`src/rtl/serial_readout_pkg.sv`:
```
// Shared definitions for the serial readout path.
//
// Contents:
//   state_t         - readout controller states (IDLE, FETCH, SHIFT, DONE)
//   bit_cnt_width   - width of the per-word bit counter, $clog2(DATA_W)
//   word_cnt_width  - width of the word counter, $clog2(NUM_WORDS)+1
//
// The widths are functions because they depend on the parameters of each
// controller instance. The controller turns them into its BIT_CNT_W and
// WORD_CNT_W localparams.
package serial_readout_pkg;

    typedef enum logic [1:0] {
        IDLE  = 2'd0,
        FETCH = 2'd1,
        SHIFT = 2'd2,
        DONE  = 2'd3
    } state_t;

    // Number of bits needed to count 0 .. data_w-1.
    function automatic int bit_cnt_width(input int data_w);
        return (data_w > 1) ? $clog2(data_w) : 1;
    endfunction

    // The extra bit keeps NUM_WORDS=1 at a legal width of 1.
    function automatic int word_cnt_width(input int num_words);
        return $clog2(num_words) + 1;
    endfunction

endpackage

```
`src/rtl/serial_readout_ctrl_piso.sv`:
```
// readout_piso: parallel-load / serial-shift register for the readout path.
//
// Ports:
//   clk    in   system clock
//   rst    in   asynchronous active-high reset (clears the register)
//   load   in   load d into the register (has priority over shift)
//   shift  in   move the register by one bit towards the output end
//   d      in   parallel word, DATA_W bits
//   serial out  current output bit: bit DATA_W-1 when MSB_FIRST=1, else bit 0
//
// The register contains no control logic. The controller decides when to load
// and when to shift.
module readout_piso #(
    parameter int DATA_W    = 16,
    parameter int MSB_FIRST = 1
) (
    input  logic              clk,
    input  logic              rst,
    input  logic              load,
    input  logic              shift,
    input  logic [DATA_W-1:0] d,
    output logic              serial
);

    logic [DATA_W-1:0] sreg;

    // When MSB_FIRST=1 the word moves left and the MSB leaves first.
    // When MSB_FIRST=0 the word moves right and the LSB leaves first.
    // The output end is always the bit that serial presents.
    always_ff @(posedge clk or posedge rst) begin
        if (rst) begin
            sreg <= '0;
        end else if (load) begin
            sreg <= d;
        end else if (shift) begin
            if (MSB_FIRST != 0) begin
                sreg <= {sreg[DATA_W-2:0], 1'b0};
            end else begin
                sreg <= {1'b0, sreg[DATA_W-1:1]};
            end
        end
    end

    assign serial = (MSB_FIRST != 0) ? sreg[DATA_W-1] : sreg[0];

endmodule

```
`src/rtl/serial_readout_ctrl.sv`:
```
// serial_readout_ctrl: streams NUM_WORDS words from the result SRAM out as
// one gapless serial frame. A rising edge of read_external starts the frame.
//
// Ports:
//   clk            in   system clock
//   rst            in   asynchronous active-high reset
//   read_external  in   request: a rising edge starts a frame, a low level aborts
//   base_addr      in   address of the first word, captured at the start edge
//   mem_rd_en      out  SRAM read strobe
//   mem_addr       out  SRAM read address (0 when no read is issued)
//   mem_rd_data    in   SRAM data, valid MEM_LAT cycles after the strobe edge
//   serial_out     out  frame bit (forced to 0 outside SHIFT)
//   serial_valid   out  serial_out carries a frame bit
//   frame_start    out  high together with the first bit of the frame
//   busy           out  frame in progress (FETCH or SHIFT)
//   done           out  frame finished, waiting for read_external to drop
module serial_readout_ctrl
    import serial_readout_pkg::*;
#(
    parameter int DATA_W      = 16,
    parameter int NUM_WORDS   = 3,
    parameter int ADDR_W      = 11,
    parameter int ADDR_STRIDE = 1,
    parameter int MEM_LAT     = 1,
    parameter int MSB_FIRST   = 1
) (
    input  logic              clk,
    input  logic              rst,
    input  logic              read_external,
    input  logic [ADDR_W-1:0] base_addr,
    output logic              mem_rd_en,
    output logic [ADDR_W-1:0] mem_addr,
    input  logic [DATA_W-1:0] mem_rd_data,
    output logic              serial_out,
    output logic              serial_valid,
    output logic              frame_start,
    output logic              busy,
    output logic              done
);

    localparam int BIT_CNT_W  = bit_cnt_width(DATA_W);
    localparam int WORD_CNT_W = word_cnt_width(NUM_WORDS);

    localparam logic [BIT_CNT_W-1:0]  LAST_BIT     = BIT_CNT_W'(DATA_W - 1);
    localparam logic [BIT_CNT_W-1:0]  PREFETCH_BIT = BIT_CNT_W'(DATA_W - 1 - MEM_LAT);
    localparam logic [BIT_CNT_W-1:0]  LAT_LAST     = BIT_CNT_W'(MEM_LAT);
    localparam logic [WORD_CNT_W-1:0] LAST_WORD    = WORD_CNT_W'(NUM_WORDS - 1);
    localparam logic [ADDR_W-1:0]     STRIDE       = ADDR_W'(ADDR_STRIDE);

    state_t                state;
    state_t                state_next;
    logic [BIT_CNT_W-1:0]  bit_cnt;
    logic [BIT_CNT_W-1:0]  bit_cnt_next;
    logic [WORD_CNT_W-1:0] word_cnt;
    logic [WORD_CNT_W-1:0] word_cnt_next;
    logic [ADDR_W-1:0]     word_addr;
    logic [ADDR_W-1:0]     word_addr_next;
    logic                  req_d;
    logic                  armed;
    logic                  start;
    logic                  more_words;
    logic                  piso_load;
    logic                  piso_shift;
    logic                  piso_bit;

    readout_piso #(
        .DATA_W    (DATA_W),
        .MSB_FIRST (MSB_FIRST)
    ) u_piso (
        .clk    (clk),
        .rst    (rst),
        .load   (piso_load),
        .shift  (piso_shift),
        .d      (mem_rd_data),
        .serial (piso_bit)
    );

    // armed is set only after read_external has been seen low since reset.
    // Without it, a request held high through reset would look like a rising
    // edge, because req_d clears to 0 during reset.
    always_ff @(posedge clk or posedge rst) begin
        if (rst) begin
            state     <= IDLE;
            bit_cnt   <= '0;
            word_cnt  <= '0;
            word_addr <= '0;
            req_d     <= 1'b0;
            armed     <= 1'b0;
        end else begin
            state     <= state_next;
            bit_cnt   <= bit_cnt_next;
            word_cnt  <= word_cnt_next;
            word_addr <= word_addr_next;
            req_d     <= read_external;
            if (!read_external) begin
                armed <= 1'b1;
            end
        end
    end

    // In FETCH, bit_cnt counts the memory latency. In SHIFT, it counts the
    // position inside the current word. word_addr holds the address of the
    // word being shifted, so the prefetch address is word_addr + STRIDE.
    // Adding in ADDR_W bits makes the address wrap modulo 2^ADDR_W.
    // The abort check comes first, so an abort at the last-bit edge goes to
    // IDLE, not DONE.
    always_comb begin
        state_next     = state;
        bit_cnt_next   = bit_cnt;
        word_cnt_next  = word_cnt;
        word_addr_next = word_addr;
        piso_load      = 1'b0;
        piso_shift     = 1'b0;
        mem_rd_en      = 1'b0;
        mem_addr       = '0;
        serial_out     = 1'b0;
        serial_valid   = 1'b0;
        frame_start    = 1'b0;
        busy           = 1'b0;
        done           = 1'b0;

        start      = read_external & ~req_d & armed;
        more_words = (word_cnt < LAST_WORD);

        case (state)
            IDLE: begin
                if (start) begin
                    state_next     = FETCH;
                    word_addr_next = base_addr;
                    word_cnt_next  = '0;
                    bit_cnt_next   = '0;
                end
            end

            FETCH: begin
                busy = 1'b1;
                if (bit_cnt == '0) begin
                    mem_rd_en = 1'b1;
                    mem_addr  = word_addr;
                end
                if (!read_external) begin
                    state_next = IDLE;
                end else if (bit_cnt == LAT_LAST) begin
                    piso_load    = 1'b1;
                    bit_cnt_next = '0;
                    state_next   = SHIFT;
                end else begin
                    bit_cnt_next = bit_cnt + BIT_CNT_W'(1);
                end
            end

            SHIFT: begin
                busy         = 1'b1;
                serial_valid = 1'b1;
                serial_out   = piso_bit;
                frame_start  = (word_cnt == '0) && (bit_cnt == '0);
                // The read is issued MEM_LAT cycles ahead of the word
                // boundary, so the next word arrives exactly at the last-bit
                // edge.
                if ((bit_cnt == PREFETCH_BIT) && more_words) begin
                    mem_rd_en = 1'b1;
                    mem_addr  = word_addr + STRIDE;
                end
                if (!read_external) begin
                    state_next = IDLE;
                end else if (bit_cnt == LAST_BIT) begin
                    if (more_words) begin
                        piso_load      = 1'b1;
                        bit_cnt_next   = '0;
                        word_cnt_next  = word_cnt + WORD_CNT_W'(1);
                        word_addr_next = word_addr + STRIDE;
                    end else begin
                        state_next = DONE;
                    end
                end else begin
                    piso_shift   = 1'b1;
                    bit_cnt_next = bit_cnt + BIT_CNT_W'(1);
                end
            end

            DONE: begin
                done = 1'b1;
                if (!read_external) begin
                    state_next = IDLE;
                end
            end

            default: begin
                state_next = IDLE;
            end
        endcase
    end

endmodule

```
`config.mk`:
```
export PLATFORM = sky130hd
export DESIGN_NAME = serial_readout_ctrl
export DESIGN_NICKNAME = d
export VERILOG_FILES = /design/src/rtl/serial_readout_pkg.sv /design/src/rtl/serial_readout_ctrl_piso.sv /design/src/rtl/serial_readout_ctrl.sv
export SDC_FILE = /design/constraint.sdc
export NUM_CORES = 1
export LEC_CHECK = 0
export BUFFER_PORTS_ARGS = -buffer_cell sky130_fd_sc_hd__buf_4
export CORE_MARGIN = 1
export CORE_UTILIZATION = 30
export CTS_CLUSTER_DIAMETER = 50
export DETAILED_ROUTE_END_ITERATION = 8
export PLACE_DENSITY_LB_ADDON = 0.15
export SKIP_CTS_REPAIR_TIMING = 1
export SLEW_MARGIN = 0
export SYNTH_ARGS = -nofsm -noshare
export SYNTH_HDL_FRONTEND = slang
export SYNTH_HIERARCHICAL = 1
export SYNTH_SLANG_ARGS = --single-unit
```
`constraint.sdc`:
```
create_clock -name clk -period 6.15 [get_ports clk]
set_clock_uncertainty 0.1 [all_clocks]
set_input_delay 1.23 -clock clk [delete_from_list [all_inputs] [get_ports clk]]
set_output_delay 1.23 -clock clk [all_outputs]
set_load 0.005 [all_outputs]
```
[Word-level counts from Yosys, hierarchy flattened]
Index checks and enable logic that the tools add are counted.
Word-level totals
  register bits after elaboration: 38
  input port bits: 30
  output and inout bits: 17
  word-level logic and storage cells: 89
Operators by class
  add/sub/neg operators: 3
  magnitude comparators: 1
  eq/ne operators: 16
  multiplexer cells: 47
  bitwise logic cells: 3
  reductions and logical operators: 12
Operators with widths (count)
  2-to-1 mux 11 bit: 6
  case mux 11 bit (2 select lines): 2
  2-to-1 mux 16 bit: 2
  2-to-1 mux 4 bit: 6
  2-to-1 mux 1 bit: 15
  AND reduction 5 bit: 3
  2-to-1 mux 2 bit: 7
  2-to-1 mux 3 bit: 4
  != test 2 bit (second input constant): 6
  != test 3 bit (second input constant): 4
  case mux 4 bit (3 select lines): 1
  adder 11 x 1 -> 11 bit (second input constant): 1
  equality test 4 bit (second input constant): 2
  case mux 2 bit (4 select lines): 1
  case mux 3 bit (2 select lines): 1
  adder 4 x 1 -> 4 bit (second input constant): 1
  equality test 2 bit (second input constant): 2
  equality test 4 x 1 -> 1 bit (second input constant): 1
  zero test 4 bit: 1
  case mux 1 bit (2 select lines): 2
  nonzero test 2 bit: 2
  adder 3 x 1 -> 3 bit (second input constant): 1
  zero test 3 bit: 1
  less-than comparator 3 x 2 -> 1 bit (second input constant): 1
  other kinds (7): 9

[Logic depth before layout (Yosys ltp)]
  depth after elaboration: 6
  gate-level depth with buffers: 9
  depth with buffers taken out: 7

[By module]
The synthesis kept the hierarchy.
Modules (own cells, without submodules)
  serial_readout_ctrl: times used 1, cells each 219, area an instance 1745.4 µm², sequential area each 550.5 µm²
  readout_piso: times used 1, cells each 70, area an instance 745.7 µm², sequential area each 400.4 µm²

[Least setup slack after synthesis]
OpenSTA, ideal clock, no wires.
  path type: register to output
  start: register state[0]
  end: output port mem_addr[7]
  data arrival time: 1.854 ns
  data required time: 4.820 ns
  setup slack: 2.966 ns
  cell stages (with the launch flop): 8
  buffers on the path: 2
  cell sequence: dfrtp_1 inv_1 ha_1 buf_1 and3_1 clkbuf_1 a41oi_1 nor3b_1
On the way
  longest elaborated chain between the ends: 2
  elaborated cells on any way between the ends: 3
  those cells by class: 2 x eq/ne; 1 x mux
Ends and longest elaborated chain
  from (decl): line serial_readout_ctrl.sv:50  | state_t state;
  from (signal assigned): line serial_readout_ctrl.sv:90  | state <= state_next;
  equality test 2 bit or equality test 2 x 1 -> 1 bit (tied branches): line serial_readout_ctrl.sv:125  | case (state)
  case mux 11 bit (2 select lines) (*): line serial_readout_ctrl.sv:125
  to (decl): line serial_readout_ctrl.sv:32  | output logic [ADDR_W-1:0] mem_addr,
Mark *: on every way between the ends. The rest lies on a longest branch, timed or not.

[Worst setup path after layout]
  start: register state[0]
  end: output port mem_addr[3]
Same word-level chain as after synthesis.

==> out/metrics.yaml <==
placed_design:
  hpwlAfterDp_um: 4330
  place_ws_ns: 2.85
  port_buffers: 46
  place_congestion: 0.784
logic_synthesis:
  yosysTopAreaCell: "dfrtp_1"
  synth_nets: 332
  synth_area_per_cell_sq_um: 8.62
  synthMostInstantiatedCell: "nand2_1"
  synth_top_area_frac: 0.382
  ys_ff_latch: 38
  netlist_top_cells_area: "dfrtp_1 (38%), mux2i_1 (7.2%), ha_1 (6.5%)"
  yosysSeqAreaShare: 0.382
  synth_edf_count: 0
  synthesis.area_sq_um: 2490
  synth_common_cells: "nand2_1 (41), dfrtp_1 (38), o21ai_0 (21)"
  synth_ff_type: "dfrtp_1"
  synth.distinct_cells: 47
  synthCells: 289
  ys.warnings.count: 6
  async_flop_share: 1.00
cts:
  clockRootBuffer: "clkbuf_8"
  cts.htree.levels: 2
  tritoncts: "done"
  clk_latency_ns: 0.29
  cts_buffer_depth: 2
  cts-buffers-inserted: 5
  path_clk_slew_ns: 0.08
  cts.sinks: 38
worst_setup_path:
  crit_top_cell: "buf_4"
  crit_buf_inv: 3
  crit_start: "state[0]"
  start_kind: "register"
  crit_fanout: 33
  cp_data_required_time_ns: 4.82
  crit_chain: "inv_1, ha_1, buf_4, nand3_1, o21ai_0, a21oi_1, nor2b_1, buf_4"
  critPathTopFamily: "buffers and inverters"
  crit_path_end_kind: "output pin"
  arrival_ns: 2.29
  cp_slowest_cell: "dfrtp_1"
  critical_path_class: "register to output pin"
  rr_startpoint: "state[0]"
  max_stage_delay_ns: 0.42
drt:
  first_iter_violations: 110
  vias: 2164
  dr.pass1.iters: 4
  ant_nets: 0
  met3_length_um: 231
  wl_um: 6020
  avgRoutedWirePerCell_um: 14.1
  vias_per_cell: 5.07
  route.detailed.drc: 0
  drt-met1-wl_um: 3010
  top_layer: "met4"
  wl_met2_um: 2710
pwr:
  swShare: 0.401
  power_leakage_nw: 1.28
  peakVddDrop_mv: 0.162
  intPower_uw: 829
  p_sw_uw: 556
  p_clk_frac: 0.187
  power_mw: 1.39
  pwr-share-seq: 0.321
  power.density_nw_per_um2: 461
  comb_power_share: 0.492
global_routing:
  grt_overflow: 0
  grt_max_degree: 34
  track_usage: 0.150
  grt_pass1_vias: 2001
  antenna_found_initial: 0
  grt_pass1_wl_um: 10100
sta:
  setup-tns-final_ns: 0
  worst_pin_slew_ns: 1.05
  setup_viol: 0
  slew_viol_final: 0
  finalHoldViolCount: 0
  timing.fmax_mhz: 277
  worst_slack_ns: 2.54
  fin_crit_sh: 0.588
  grt_setup_unrepaired: "false"
  min_period_ns: 3.62
  slew_headroom: 0.300
die:
  row_count: 32
  coreArea_sq_um: 7890
  start_util: 0.316
  die-area_sq_um: 8670
  die_h_um: 93.1
  io_pins: 47
  die_w_um: 93.1
layout:
  fill_cells: 803
  area_growth_pct: 20.6
  antenna-diode-count: 0
  layout-drive-gt1-share: 0.188
  layout.nets: 367
flow_run:
  maxCapViolCount: 0
status:
  status: "finished, final reports clean"
worst_hold_path:
  hold_class: "register to register"
  hold_start: "armed"
-- registers in the layout, indices dropped and copies added, names as in the netlist --
name         count
armed            1
bit_cnt          4
word_cnt         3
u_piso/sreg     16
word_addr       11
req_d            1
state            2
-- logic make-up after synthesis --
kind of cell    after synthesis  synth area share
simple gates                111             0.231
compound gates               76             0.180
flops                        38             0.382
buf+inv                      30            0.0593
mux                          18            0.0723
fa+ha+maj                    13            0.0653
xor+xnor                      3            0.0105
-- worst paths after layout --
| check | to | slack [ns] | cells past startpoint |
|---|---|---|---|
| worst max-delay path | mem_addr[3] | 2.54 | 8 |
| worst min-delay path | armed | 0.43 | 1 |
| worst max register to register | u_piso/sreg[0] | 3.27 | 8 |
| worst min register to register | armed | 0.43 | 1 |
| max in group asynchronous | state[1] | 4.31 | 2 |
| min in group asynchronous | u_piso/sreg[12] | 0.92 | 2 |
-- power by group through the flow --
stage / clock, mW / combinational, mW / sequential (mW)
2_1_floorplan: 0 / 0.517 / 0.403
3_3_place_gp: 0 / 0.685 / 0.448
3_5_place_dp: 0 / 0.689 / 0.450
4_1_cts: 0.270 / 0.691 / 0.445
5_1_grt: 0.279 / 0.772 / 0.461
6_report: 0.259 / 0.682 / 0.445
-- cell usage in the layout, fill, tap and decap left out, types with 3 or more instances in the layout --
| cell type | Yosys | final |
|---|---|---|
| buf_4 | 0 | 47 |
| nand2_1 | 41 | 41 |
| dfrtp_1 | 38 | 38 |
| o21ai_0 | 21 | 21 |
| a21oi_1 | 18 | 18 |
| mux2i_1 | 18 | 18 |
| nand3_1 | 15 | 15 |
| nor2_1 | 14 | 13 |
| ha_1 | 13 | 13 |
| o21ai_1 | 11 | 11 |
| inv_1 | 11 | 11 |
| and3_1 | 10 | 10 |
| nor2b_1 | 6 | 6 |
| o22ai_1 | 6 | 6 |
| a2bb2oi_1 | 5 | 5 |
| nor3_1 | 5 | 5 |
| clkbuf_8 | 0 | 5 |
| nand2b_1 | 3 | 3 |
| a21boi_0 | 3 | 3 |
-- worst reg2reg max path: stages, from the launching register on --
cell,delay [ns]
dfrtp_1,0.41
inv_1,0.11
ha_1,0.20
buf_4,0.24
nor4b_1,0.49
a31oi_1,0.11
nor2_2,0.81
nand2b_1,0.21
o21ai_0,0.07
-- per-stage QoR --
stage	utilization	area, sq um	instances	hold slack (ns)
5_1_grt	0.381	3010	427	0.455
3_3_place_gp	0.364	2870	419	0.406
4_1_cts	0.381	3010	427	0.434
6_report	0.381	3010	427	0.428
3_5_place_dp	0.364	2870	419	0.411
2_1_floorplan	-	2490	289	0.391
-- layout make-up --
cell class,instances,area (sq um),area share
Multi-Input combinational cell,221,1400,0.464
Sequential cell,38,951,0.316
Timing Repair Buffer,47,353,0.117
Tap cell,102,128,0.0425
Clock buffer,5,68.8,0.0229
Clock inverter,3,68.8,0.0229
Inverter,11,41.3,0.0137
-- layer usage --
metal | track usage | up-vias
met3 | 0.0301 | 5
li1 | - | 1090
met5 | 0 | -
met4 | 0.0423 | 0
met1 | 0.222 | 1035
met2 | 0.220 | 34
No activity file was read; power rests on OpenSTA's default activity.
